===== config.mk =====
export PLATFORM = sky130hd
export DESIGN_NAME = ysyx_24120013_fetch_ctrl
export DESIGN_NICKNAME = d
export VERILOG_FILES = /design/src/rtl/ysyx_24120013_fetch_pkg.sv /design/src/rtl/ysyx_24120013_fetch_pcgen.sv /design/src/rtl/ysyx_24120013_fetch_ctrl.sv
export SDC_FILE = /design/constraint.sdc
export NUM_CORES = 1
export LEC_CHECK = 0
export CAP_MARGIN = 20
export CORE_UTILIZATION = 30
export CTS_CLUSTER_SIZE = 25
export DETAILED_ROUTE_END_ITERATION = 10
export MAX_ROUTING_LAYER = met4
export PLACE_DENSITY = 0.69
export SYNTH_ARGS = -nofsm -noshare
export SYNTH_HDL_FRONTEND = slang
export SYNTH_SLANG_ARGS = --single-unit

===== constraint.sdc =====
create_clock -name clk -period 4.38 [get_ports clk]
set_input_delay 0.876 -clock clk [delete_from_list [all_inputs] [get_ports clk]]
set_output_delay 0.876 -clock clk [all_outputs]
set_load 0.1 [all_outputs]

===== src/rtl/ysyx_24120013_fetch_pkg.sv =====
// ---------------------------------------------------------------------------
// ysyx_24120013_fetch_pkg
// Shared definitions for the instruction-fetch controller:
//   XLEN      - address / instruction width
//   RESET_PC  - program counter value after reset
//   INST_NOP  - canonical RISC-V nop (addi x0, x0, 0)
//   fetch_state_e - fetch FSM states
//   pc_sel_e      - next-pc source select for the pc generator
// ---------------------------------------------------------------------------
package ysyx_24120013_fetch_pkg;

  localparam int XLEN = 32;
  localparam logic [XLEN-1:0] RESET_PC = 32'h8000_0000;
  localparam logic [XLEN-1:0] INST_NOP = 32'h0000_0013;

  typedef enum logic [2:0] {
    IDLE  = 3'd0,
    REQ   = 3'd1,
    WAIT  = 3'd2,
    HOLD  = 3'd3,
    FAULT = 3'd4
  } fetch_state_e;

  typedef enum logic [1:0] {
    PC_KEEP  = 2'd0,
    PC_INC   = 2'd1,
    PC_REDIR = 2'd2
  } pc_sel_e;

endpackage


===== src/rtl/ysyx_24120013_fetch_pcgen.sv =====
// ---------------------------------------------------------------------------
// ysyx_24120013_fetch_pcgen
// Combinational next-pc mux. The reset value lives in the pc register itself;
// this block only chooses between holding, sequential +4 and a redirect.
//   pc_i          - current pc
//   sel_i         - PC_KEEP / PC_INC / PC_REDIR
//   redirect_pc_i - redirect target (low two bits are discarded)
//   pc_next_o     - next pc
// ---------------------------------------------------------------------------
module ysyx_24120013_fetch_pcgen
  import ysyx_24120013_fetch_pkg::*;
#(
  parameter int W = XLEN
) (
  input  logic [W-1:0] pc_i,
  input  pc_sel_e      sel_i,
  input  logic [W-1:0] redirect_pc_i,
  output logic [W-1:0] pc_next_o
);

  // Low bits of the target are forced to zero, so they are never read.
  logic unused_redirect_lsbs;
  assign unused_redirect_lsbs = ^redirect_pc_i[1:0];

  always_comb begin
    pc_next_o = pc_i;
    unique case (sel_i)
      PC_INC:   pc_next_o = pc_i + W'(4);  // wraps modulo 2^W
      PC_REDIR: pc_next_o = {redirect_pc_i[W-1:2], 2'b00};
      default:  pc_next_o = pc_i;
    endcase
  end

endmodule


===== src/rtl/ysyx_24120013_fetch_ctrl.sv =====
// ---------------------------------------------------------------------------
// ysyx_24120013_fetch_ctrl
// Instruction-fetch controller: owns the pc, issues one read at a time to
// instruction memory and presents each fetched word to the decode stage.
//
// Ports:
//   clk, rst                        - clock, asynchronous active-high reset
//   imem_req_valid/ready/addr       - memory read request
//   imem_resp_valid/data/err        - memory read response (one per request)
//   inst_valid/ready, inst, inst_pc - instruction handoff to decode
//   redirect_en, redirect_pc        - execute-stage pc redirect
//   fetch_fault                     - sticky access-fault flag
//   pc                              - next address to fetch
//   dbg_state                       - current FSM state, for observation
//
// Handshakes: a transfer happens on a rising edge where valid and ready are
// both high. valid depends only on registered state, never on ready. The
// request address may change while valid is high only on a redirect, so the
// memory must sample it at the handshake edge. imem_resp_valid is a single
// pulse per accepted request and has no ready; it is ignored outside WAIT.
// ---------------------------------------------------------------------------
module ysyx_24120013_fetch_ctrl
  import ysyx_24120013_fetch_pkg::*;
#(
  parameter int              XLEN     = ysyx_24120013_fetch_pkg::XLEN,
  parameter logic [XLEN-1:0] RESET_PC = ysyx_24120013_fetch_pkg::RESET_PC
) (
  input  logic            clk,
  input  logic            rst,
  output logic            imem_req_valid,
  input  logic            imem_req_ready,
  output logic [XLEN-1:0] imem_req_addr,
  input  logic            imem_resp_valid,
  input  logic [XLEN-1:0] imem_resp_data,
  input  logic            imem_resp_err,
  output logic            inst_valid,
  input  logic            inst_ready,
  output logic [XLEN-1:0] inst,
  output logic [XLEN-1:0] inst_pc,
  input  logic            redirect_en,
  input  logic [XLEN-1:0] redirect_pc,
  output logic            fetch_fault,
  output logic [XLEN-1:0] pc,
  output fetch_state_e    dbg_state
);

  fetch_state_e    state_q, state_d;
  logic [XLEN-1:0] pc_q, pc_d;
  logic [XLEN-1:0] inst_q, inst_d;
  logic [XLEN-1:0] inst_pc_q, inst_pc_d;
  // drop_q marks the outstanding request as wrong-path: its response must
  // be consumed (to keep one request in flight) but not delivered.
  logic            drop_q, drop_d;
  pc_sel_e         pc_sel;

  ysyx_24120013_fetch_pcgen #(.W(XLEN)) u_pcgen (
    .pc_i          (pc_q),
    .sel_i         (pc_sel),
    .redirect_pc_i (redirect_pc),
    .pc_next_o     (pc_d)
  );

  always_ff @(posedge clk or posedge rst) begin
    if (rst) begin
      state_q   <= IDLE;
      pc_q      <= RESET_PC;
      drop_q    <= 1'b0;
      inst_q    <= '0;
      inst_pc_q <= '0;
    end else begin
      state_q   <= state_d;
      pc_q      <= pc_d;
      drop_q    <= drop_d;
      inst_q    <= inst_d;
      inst_pc_q <= inst_pc_d;
    end
  end

  always_comb begin
    state_d   = state_q;
    drop_d    = drop_q;
    inst_d    = inst_q;
    inst_pc_d = inst_pc_q;
    pc_sel    = PC_KEEP;
    unique case (state_q)
      IDLE: state_d = REQ;
      REQ: begin
        if (imem_req_ready) state_d = WAIT;
        if (redirect_en) begin
          pc_sel = PC_REDIR;
          // The old address was already handed to memory this edge.
          if (imem_req_ready) drop_d = 1'b1;
        end
      end
      WAIT: begin
        if (redirect_en) pc_sel = PC_REDIR;
        if (imem_resp_valid) begin
          if (drop_q || redirect_en) begin
            drop_d  = 1'b0;
            state_d = REQ;
          end else if (imem_resp_err) begin
            state_d = FAULT;
          end else begin
            inst_d    = imem_resp_data;
            inst_pc_d = pc_q;
            pc_sel    = PC_INC;
            state_d   = HOLD;
          end
        end else if (redirect_en) begin
          drop_d = 1'b1;
        end
      end
      HOLD: begin
        // A redirect squashes the held word even if decode takes it.
        if (redirect_en) begin
          pc_sel  = PC_REDIR;
          state_d = REQ;
        end else if (inst_ready) begin
          state_d = REQ;
        end
      end
      FAULT:   state_d = FAULT;
      default: state_d = IDLE;
    endcase
  end

  assign imem_req_valid = (state_q == REQ);
  assign imem_req_addr  = pc_q;
  assign inst_valid     = (state_q == HOLD);
  assign inst           = inst_q;
  assign inst_pc        = inst_pc_q;
  assign fetch_fault    = (state_q == FAULT);
  assign pc             = pc_q;
  assign dbg_state      = state_q;

endmodule


==> summary.txt, run 1 <==
SETUP PATH
-----------------------------------------------------------------------------------------
Setup Crit Path Kind                                                         input pin to flip-flop
Slack of the worst reg-to-reg path                                                1.41 ns
Crit path capture type                                                          flip-flop
Reg-to-Reg End                                                               imem_req_addr[14]$_DFFE_PP0P_
Depth of the worst register-to-register path                                            7
Crit path arrival time                                                            3.73 ns
Reg2Reg Launch Point                                                         dbg_state[0]$_DFFE_PP0P_
Critical path startpoint category                                               input pin
Endpoint required time on the critical path                                       4.61 ns
Maximum fanout count along the critical path                                           15

FINISH
-----------------------------------------------------------------------------------------
Leading cell types in the layout, fill and taps excluded                     sky130_fd_sc_hd__clkdlybuf4s50_1 (196), sky130_fd_sc_hd__dfrtp_1 (95), sky130_fd_sc_hd__mux2_2 (60), sky130_fd_sc_hd__nor2_1 (26), sky130_fd_sc_hd__o21ai_0 (21)
Relative area change from synthesis to final layout                                 44.9%
Area of all placed cells without fillers                                       7150 sq um
Share of cells above drive strength 1                                               15.0%
Final Net Count                                                                       676
Diode count                                                                             0
Most common library cell in the layout ignoring fill and taps                sky130_fd_sc_hd__clkdlybuf4s50_1
Final Non-Filler Cells                                                                824
Number of filler instances in the final layout                                       1494

GLOBAL ROUTE
-----------------------------------------------------------------------------------------
Grt ovf                                                                                 0
Global router's overall resource usage                                              17.6%
Number of global-route vias before repair                                            4046
Initial antenna violation count                                                         0
Pin count of the biggest net entering global routing                                   86
Wire length of the first global-routing pass                                 21900 microns

CLOCK TREE
-----------------------------------------------------------------------------------------
Number of gates resized after CTS                                                       0
Skew-Pair Late Insertion Delay                                                    0.35 ns
Buffer levels on the longest clock path                                                 2
Hold Buf Count CTS                                                                      0
Root cell of the clock tree                                                  sky130_fd_sc_hd__clkbuf_16
Number of clock sinks seen by CTS                                                      96
CTS clock-pin slew for the worst setup and hold paths                             0.06 ns
Total number of H-tree levels                                                           3
Clock tree from TritonCTS                                                            done
TritonCTS Buffers                                                                       9
Setup fix buffers added after clock tree synthesis                                      0

TIMING
-----------------------------------------------------------------------------------------
Post-route clock period utilization                                                 80.0%
Worst relative slew slack                                                           32.0%
Post-layout minimum cycle time                                                    3.50 ns
Transition time of the tightest slew-check pin                                    1.02 ns
Setup tns final                                                                      0 ns
Unrepaired setup endpoints after global routing                                     false
Final count of pins violating max slew                                                  0
Hold Violations, Final                                                                  0
Post-route clock skew                                                          0.00480 ns
FMAX                                                                              285 MHz
Final setup violation count                                                             0

YOSYS
-----------------------------------------------------------------------------------------
Post-Syn Area per Cell                                                         10.9 sq um
Fraction of the yosys area taken by sequential cells                                48.7%
Mapped cell area                                                               4940 sq um
Post-synthesis instance total                                                         454
Yosys reg bits                                                                         96
EDFF count, synth                                                                       0
Proportion of register bits with asynchronous set or reset after synthesis           100%
Most used flip-flop cell after synthesis                                     sky130_fd_sc_hd__dfrtp_1
Number of warning messages in the yosys log                                             0
Number of distinct standard cells referenced by the synthesized netlist                58

DETAILED ROUTING
-----------------------------------------------------------------------------------------
Final wirelength                                                             14400 microns
Total via count after detailed routing                                               4179
Remaining routing DRC violations                                                        0
Vias per cell                                                                        5.07
Antenna violation net count after detailed routing                                      0
Number of detailed-routing iterations run before antenna repair                         5
Mean routed wirelength per cell                                              17.4 microns
Detailed router's first-iteration violation count                                     378

FLOORPLAN
-----------------------------------------------------------------------------------------
Count of standard-cell rows                                                            46
Area inside the core boundary                                                 16000 sq um
I/O pin total                                                                         205
Chip Height                                                                   130 microns
Starting density of the core                                                        30.8%
Width of the die                                                              130 microns
DIE AREA                                                                      17000 sq um

PLACE
-----------------------------------------------------------------------------------------
Number of placed cells counting well taps                                             807
IO Port Bufs                                                                          196
Placed wire-length estimate                                                  10300 microns
Weighted congestion reported at the end of routability-driven placement             0.845
Instance area after placement                                                  6820 sq um

HOLD PATH
-----------------------------------------------------------------------------------------
Hold Path Stages                                                                        2
Hold Crit Start                                                              inst_pc[18]$_DFFE_PP0P_
Sink of the worst hold path                                                  inst_pc[18]$_DFFE_PP0P_
Worst Hold Class                                                             flip-flop to flip-flop

OUTCOME
-----------------------------------------------------------------------------------------
Status                                                                          completed

FLOW RUN
-----------------------------------------------------------------------------------------
Maxcap violations                                                                       0

[critical path, cell delays in order]
cell and delay (ns):
sky130_fd_sc_hd__clkdlybuf4s50_1 0.50, sky130_fd_sc_hd__nor2b_1 0.33, sky130_fd_sc_hd__nand4bb_4 0.14, sky130_fd_sc_hd__ha_1 0.41
sky130_fd_sc_hd__inv_1 0.47, sky130_fd_sc_hd__nor2_1 0.34, sky130_fd_sc_hd__a22o_1 0.28, sky130_fd_sc_hd__or3b_1 0.36
[metrics by stage]
stage          util, %  hold slack (ns)  worst slack, ns
5_1_grt           44.7            0.520            0.746
3_3_place_gp      42.6            0.467            0.639
6_report          44.7            0.482            0.877
4_1_cts           44.5            0.489            0.915
2_1_floorplan        -            0.531           0.0572
3_5_place_dp      42.6            0.474            0.554
[Yosys cell counts, types with 3 or more instances]
| library cell | instances | area share (%) |
|---|---|---|
| sky130_fd_sc_hd__o31a_1 | 3 | 0.53 |
| sky130_fd_sc_hd__and4_1 | 7 | 1.2 |
| sky130_fd_sc_hd__nand3_1 | 16 | 1.6 |
| sky130_fd_sc_hd__clkbuf_1 | 10 | 0.76 |
| sky130_fd_sc_hd__and3_1 | 5 | 0.63 |
| sky130_fd_sc_hd__a211oi_1 | 4 | 0.61 |
| sky130_fd_sc_hd__buf_1 | 4 | 0.30 |
| sky130_fd_sc_hd__nor3b_1 | 3 | 0.46 |
| sky130_fd_sc_hd__a311oi_1 | 6 | 1.1 |
| sky130_fd_sc_hd__dfrtp_1 | 95 | 48 |
| sky130_fd_sc_hd__mux2_2 | 60 | 14 |
| sky130_fd_sc_hd__nand2b_1 | 5 | 0.63 |
| sky130_fd_sc_hd__nor2_1 | 26 | 2.0 |
| sky130_fd_sc_hd__nand4_1 | 13 | 1.6 |
| sky130_fd_sc_hd__o22ai_1 | 5 | 0.63 |
| sky130_fd_sc_hd__o21ai_0 | 21 | 2.1 |
| sky130_fd_sc_hd__nor4_1 | 5 | 0.63 |
| sky130_fd_sc_hd__nor3_1 | 9 | 0.91 |
| sky130_fd_sc_hd__and2_1 | 3 | 0.38 |
| sky130_fd_sc_hd__buf_4 | 36 | 5.5 |
| sky130_fd_sc_hd__a22oi_1 | 10 | 1.5 |
| sky130_fd_sc_hd__buf_2 | 17 | 1.7 |
| sky130_fd_sc_hd__a21oi_1 | 18 | 1.8 |
| sky130_fd_sc_hd__inv_1 | 9 | 0.68 |
| sky130_fd_sc_hd__nand2_1 | 17 | 1.3 |
| sky130_fd_sc_hd__o311ai_0 | 6 | 1.1 |
[sequential cells by signal, indices dropped and copies added, names as in the netlist]
signal,flops
imem_req_addr,30
inst_pc,30
inst,32
drop_q,1
dbg_state,3
[layer usage]
metal	part of all wire [%]	vias up	global-route usage [%]
li1	-	1934	-
met1	43	2058	21.9
met2	50	167	28.4
met3	5.2	20	2.58
met4	2.1	0	7.80
met5	0	-	-
[how the worst max path moves through the flow]
stage / depth (start not counted) / from / endpoint / slack, ns
floorplan: 2 / dbg_state[0]$_DFFE_PP0P_ / imem_req_valid / 0.06
global placement: 8 / imem_resp_valid / imem_req_addr[17]$_DFFE_PP0P_ / 0.64
detailed placement: 8 / imem_resp_valid / imem_req_addr[17]$_DFFE_PP0P_ / 0.55
CTS: 8 / imem_resp_valid / imem_req_addr[17]$_DFFE_PP0P_ / 0.92
global route: 8 / imem_resp_valid / imem_req_addr[14]$_DFFE_PP0P_ / 0.75
finish: 8 / imem_resp_valid / imem_req_addr[17]$_DFFE_PP0P_ / 0.88
[final cells by class]
class                           count  area [sq um]  share of cell area (%)
Sequential cell                    96          2400                    33.6
Multi-Input combinational cell    286          2120                    29.7
Timing Repair Buffer              201          2020                    28.2
Clock buffer                       14           264                    3.69
Tap cell                          216           270                    3.78
Inverter                            9          36.3                   0.507
Clock inverter                      2          37.5                   0.525
[kinds of logic after synthesis]
family / synth area share (%)
AOI/OAI and AO/OA: 11.9
DFF: 48.7
adders and majority gates: 0.507
other: 0.0760
muxes: 14.1
buffers and inverters: 9.05
and+or+nand+nor: 15.7
Power of run 1 is left out: the tool's default activity adds up to more than one toggle a clock period on the data nets, which glitch-free logic cannot reach.
==> run 2, diff against run 1 <==
clock period = 3.5 ns   (was 4.38 ns; I/O delays follow)
==> summary.txt, run 2 (synthesized netlist as in run 1, its figures left out) <==
HOLD PATH
--------------------------------------------------------------------------------------
Hold Crit Start                                                           inst_pc[18]$_DFFE_PP0P_
Worst Hold Class                                                          flip-flop to flip-flop
Sink of the worst hold path                                               inst_pc[18]$_DFFE_PP0P_
Hold Path Stages                                                                     2

TIMING
--------------------------------------------------------------------------------------
Final worst slack                                                             0.682 ns
Post-route clock skew                                                       0.00692 ns
Post-layout minimum cycle time                                                 2.82 ns
Transition time of the tightest slew-check pin                                0.999 ns
Worst relative slew slack                                                        33.2%
Setup tns final                                                                   0 ns
Hold Violations, Final                                                               0
Final count of pins violating max slew                                               0
Final setup violation count                                                          0
FMAX                                                                           355 MHz
Post-route clock period utilization                                              80.5%
Unrepaired setup endpoints after global routing                                  false

SETUP PATH
--------------------------------------------------------------------------------------
Cell type group with the largest total delay on the critical path         simple AND/OR/NAND/NOR gates
Crit path arrival time                                                         3.10 ns
Depth of the worst register-to-register path                                         7
Slack of the worst reg-to-reg path                                             1.04 ns
Delay contributed by the slowest stage of the critical path                    0.50 ns
Crit path cell chain                                                      clkdlybuf4s50_1, nor2b_1, nand4bb_4, ha_1, or2_2, nor2_1, or4b_1, nand3_1
Crit path capture type                                                       flip-flop
Reg2Reg Launch Point                                                      dbg_state[0]$_DFFE_PP0P_
Critical-path top delay cell                                              sky130_fd_sc_hd__clkdlybuf4s50_1
Critical path startpoint category                                            input pin
Setup Crit Path Kind                                                      input pin to flip-flop
Endpoint required time on the critical path                                    3.79 ns
Number of buffers and inverters on the critical path                                 1
Maximum fanout count along the critical path                                        10
Reg-to-Reg End                                                            imem_req_addr[22]$_DFFE_PP0P_

GLOBAL ROUTE
--------------------------------------------------------------------------------------
Grt ovf                                                                              0
Pin count of the biggest net entering global routing                                67
Global router's overall resource usage                                           17.1%
Number of global-route vias before repair                                         4057
Initial antenna violation count                                                      0
Wire length of the first global-routing pass                              21200 microns

FLOORPLAN
--------------------------------------------------------------------------------------
Area inside the core boundary                                              16000 sq um
DIE AREA                                                                   17000 sq um
Width of the die                                                           130 microns
Starting density of the core                                                     30.8%
I/O pin total                                                                      205
Count of standard-cell rows                                                         46
Chip Height                                                                130 microns

FINISH
--------------------------------------------------------------------------------------
Final Net Count                                                                    679
Relative area change from synthesis to final layout                              42.1%
Largest register FFs                                                                32
Leading cell types in the layout, fill and taps excluded                  sky130_fd_sc_hd__clkdlybuf4s50_1 (126), sky130_fd_sc_hd__dfrtp_1 (95), sky130_fd_sc_hd__buf_4 (77), sky130_fd_sc_hd__mux2_2 (60), sky130_fd_sc_hd__nor2_1 (26)
Area of all placed cells without fillers                                    7010 sq um
Share of cells above drive strength 1                                            27.2%
Most common library cell in the layout ignoring fill and taps             sky130_fd_sc_hd__clkdlybuf4s50_1
Fin util                                                                         43.8%
Diode count                                                                          0

PLACE
--------------------------------------------------------------------------------------
Placed wire-length estimate                                               10100 microns
Instance area after placement                                               6700 sq um
Pre-CTS setup slack                                                           0.343 ns
Weighted congestion reported at the end of routability-driven placement          0.845
IO Port Bufs                                                                       196

DETAILED ROUTING
--------------------------------------------------------------------------------------
Final wirelength                                                          14200 microns
Antenna violation net count after detailed routing                                   0
Vias per cell                                                                     5.15
Detailed router's first-iteration violation count                                  345
Mean routed wirelength per cell                                           17.2 microns
Remaining routing DRC violations                                                     0
Number of detailed-routing iterations run before antenna repair                      5
Total via count after detailed routing                                            4259

CLOCK TREE
--------------------------------------------------------------------------------------
Root cell of the clock tree                                               sky130_fd_sc_hd__clkbuf_16
Hold Buf Count CTS                                                                   0
CTS clock-pin slew for the worst setup and hold paths                          0.07 ns
Number of gates resized after CTS                                                    0
Total number of H-tree levels                                                        3
Number of clock sinks seen by CTS                                                   96
Buffer levels on the longest clock path                                              2
Setup fix buffers added after clock tree synthesis                                   0
TritonCTS Buffers                                                                    9
Clock tree from TritonCTS                                                         done
Skew-Pair Late Insertion Delay                                                 0.35 ns

OUTCOME
--------------------------------------------------------------------------------------
Status                                                                       completed

FLOW RUN
--------------------------------------------------------------------------------------
Maxcap violations                                                                    0

[run 2: through the flow]
step | hold WS, ns | instances
3_3_place_gp | 0.474 | 811
2_1_floorplan | 0.531 | 459
6_report | 0.484 | 827
3_5_place_dp | 0.475 | 811
4_1_cts | 0.491 | 827
5_1_grt | 0.510 | 827
[run 2: routing by layer]
| metal | GRT usage (%) | up-vias | share of wire, % |
|---|---|---|---|
| met5 | - | - | 0 |
| met4 | 8.14 | 0 | 2.1 |
| met3 | 3.94 | 25 | 7.7 |
| met2 | 27.6 | 208 | 48 |
| met1 | 20.2 | 2089 | 42 |
| li1 | - | 1937 | - |
[run 2: how the worst max path moves through the flow]
| stage | from | endpoint | cells past startpoint |
|---|---|---|---|
| after floorplan | dbg_state[1]$_DFFE_PP0P_ | imem_req_addr[22]$_DFFE_PP0P_ | 11 |
| after global placement | imem_resp_valid | imem_req_addr[22]$_DFFE_PP0P_ | 8 |
| after detailed placement | imem_resp_valid | imem_req_addr[22]$_DFFE_PP0P_ | 8 |
| after CTS | imem_resp_valid | imem_req_addr[22]$_DFFE_PP0P_ | 8 |
| after global routing | imem_resp_valid | imem_req_addr[23]$_DFFE_PP0P_ | 7 |
| final | imem_resp_valid | imem_req_addr[22]$_DFFE_PP0P_ | 8 |
[run 2: layout make-up]
type / instances / area [sq um]
inverters: 9 / 36.3
clock buffers: 12 / 246
fillers: 1508 / 8990
well taps: 216 / 270
repair buffers: 204 / 1860
clock inverters: 4 / 70.1
multi-input cells: 286 / 2130
flip-flops and latches: 96 / 2400
[run 2: worst register-to-register path: stages, from the launching register on]
cell and delay [ns]:
sky130_fd_sc_hd__dfrtp_1 0.49, sky130_fd_sc_hd__nand2b_1 0.23, sky130_fd_sc_hd__nand4bb_4 0.25, sky130_fd_sc_hd__ha_1 0.36, sky130_fd_sc_hd__or2_2 0.43, sky130_fd_sc_hd__nor2_1 0.11, sky130_fd_sc_hd__or4b_1 0.44, sky130_fd_sc_hd__nand3_1 0.09
Power of run 2 is left out for the same reason.
==> run 3, diff against run 2 <==
PLACE_DENSITY = 0.71   (was 0.69)
clock period = 2.5 ns   (was 3.5 ns; I/O delays follow)
==> summary.txt, run 3 (synthesized netlist as in run 1, its figures left out) <==
TIMING
--------------------------------------------------------------------------------------
Unrepaired setup endpoints after global routing                                  false
Final count of pins violating max slew                                               0
Post-layout minimum cycle time                                                 2.29 ns
Hold Violations, Final                                                               0
Post-route clock skew                                                       0.00829 ns
Transition time of the tightest slew-check pin                                0.820 ns
Final setup violation count                                                          0
Post-route clock period utilization                                              91.8%
Worst relative slew slack                                                        45.3%
Final worst slack                                                             0.205 ns
Setup tns final                                                                   0 ns
FMAX                                                                           436 MHz

CLOCK TREE
--------------------------------------------------------------------------------------
Clock tree from TritonCTS                                                         done
Root cell of the clock tree                                               sky130_fd_sc_hd__clkbuf_16
Hold Buf Count CTS                                                                   0
CTS clock-pin slew for the worst setup and hold paths                          0.07 ns
Number of clock sinks seen by CTS                                                   96
TritonCTS Buffers                                                                    9
Skew-Pair Late Insertion Delay                                                 0.35 ns
Number of gates resized after CTS                                                    0
Buffer levels on the longest clock path                                              2
Total number of H-tree levels                                                        3
Setup fix buffers added after clock tree synthesis                                   0

SETUP PATH
--------------------------------------------------------------------------------------
Crit path arrival time                                                         2.54 ns
Maximum fanout count along the critical path                                        10
Endpoint required time on the critical path                                    2.75 ns
Critical path startpoint category                                            input pin
Crit path capture type                                                       flip-flop
Setup Crit Path Kind                                                      input pin to flip-flop

DETAILED ROUTING
--------------------------------------------------------------------------------------
Remaining routing DRC violations                                                     0
Final wirelength                                                          14100 microns
Number of detailed-routing iterations run before antenna repair                      4
Detailed router's first-iteration violation count                                  308
Antenna violation net count after detailed routing                                   0
Total via count after detailed routing                                            4263
Mean routed wirelength per cell                                           16.7 microns
Vias per cell                                                                     5.06

FLOORPLAN
--------------------------------------------------------------------------------------
I/O pin total                                                                      205
Starting density of the core                                                     30.8%
Area inside the core boundary                                              16000 sq um
Width of the die                                                           130 microns
DIE AREA                                                                   17000 sq um
Count of standard-cell rows                                                         46
Chip Height                                                                130 microns

FINISH
--------------------------------------------------------------------------------------
Relative area change from synthesis to final layout                              43.0%
Share of cells above drive strength 1                                            39.2%
Diode count                                                                          0
Most common library cell in the layout ignoring fill and taps             sky130_fd_sc_hd__buf_4
Leading cell types in the layout, fill and taps excluded                  sky130_fd_sc_hd__buf_4 (148), sky130_fd_sc_hd__dfrtp_1 (92), sky130_fd_sc_hd__clkdlybuf4s50_1 (68), sky130_fd_sc_hd__mux2_2 (60), sky130_fd_sc_hd__nor2_1 (26)
Final Non-Filler Cells                                                             843
Largest register FFs                                                                32
Final Net Count                                                                    695
Number of filler instances in the final layout                                    1530

OUTCOME
--------------------------------------------------------------------------------------
Status                                                                       completed

GLOBAL ROUTE
--------------------------------------------------------------------------------------
Initial antenna violation count                                                      0
Wire length of the first global-routing pass                              21600 microns
Grt ovf                                                                              0
Global router's overall resource usage                                           17.3%
Number of global-route vias before repair                                         4149
Pin count of the biggest net entering global routing                                67

FLOW RUN
--------------------------------------------------------------------------------------
Maxcap violations                                                                    0

PLACE
--------------------------------------------------------------------------------------
Placed wire-length estimate                                               10400 microns
IO Port Bufs                                                                       196
Pre-CTS setup slack                                                          -0.156 ns
Weighted congestion reported at the end of routability-driven placement          0.835
Number of placed cells counting well taps                                          827

HOLD PATH
--------------------------------------------------------------------------------------
Worst Hold Class                                                          input pin to asynchronous set/reset pin

==> run 3: area by class of cell <==
cell class | instances | area, sq um | area share [%]
Multi-Input combinational cell | 286 | 2150 | 30.4
Timing Repair Buffer | 220 | 1870 | 26.5
Tap cell | 216 | 270 | 3.83
Clock buffer | 10 | 229 | 3.24
Sequential cell | 96 | 2410 | 34.1
Clock inverter | 6 | 93.8 | 1.33
Inverter | 9 | 37.5 | 0.532
==> run 3: worst paths after layout <==
check	startpoint	endpoint	slack (ns)	cells after the start
max	imem_resp_valid	imem_req_addr[28]$_DFFE_PP0P_	0.21	8
min	rst	inst[14]$_DFFE_PP0P_	0.45	2
max reg2reg	dbg_state[2]$_DFFE_PP0P_	imem_req_addr[28]$_DFFE_PP0P_	0.39	7
min reg2reg	inst_pc[19]$_DFFE_PP0P_	inst_pc[19]$_DFFE_PP0P_	0.48	2
max in group asynchronous	rst	imem_req_addr[31]$_DFFE_PP1P_	1.46	3
min in group clk	inst_pc[19]$_DFFE_PP0P_	inst_pc[19]$_DFFE_PP0P_	0.48	2
==> run 3: routing by layer <==
layer / vias up / track usage [%] / routed length (microns)
li1: 1966 / - / -
met1: 2116 / 20.9 / 5880
met2: 160 / 28.5 / 7150
met3: 21 / 2.99 / 756
met4: 0 / 7.05 / 270
met5: - / - / 0
==> run 3: worst max-delay path, cell delays in order <==
cell and delay, ns:
sky130_fd_sc_hd__clkdlybuf4s50_1 0.48, sky130_fd_sc_hd__nor2b_1 0.28, sky130_fd_sc_hd__nand4bb_4 0.16, sky130_fd_sc_hd__ha_4 0.31, sky130_fd_sc_hd__buf_4 0.17, sky130_fd_sc_hd__nand2b_1 0.26
sky130_fd_sc_hd__o22ai_1 0.12, sky130_fd_sc_hd__a211oi_1 0.26
==> run 3: stage by stage <==
stage / utilization (%) / cell area (sq um) / hold WS [ns]
floorplan: - / 5050 / 0.531
global placement: 42.1 / 6740 / 0.476
detailed placement: 42.1 / 6740 / 0.476
CTS: 44.1 / 7060 / 0.450
global route: 44.1 / 7060 / 0.466
finish: 44.1 / 7060 / 0.446
Power of run 3 is left out for the same reason.
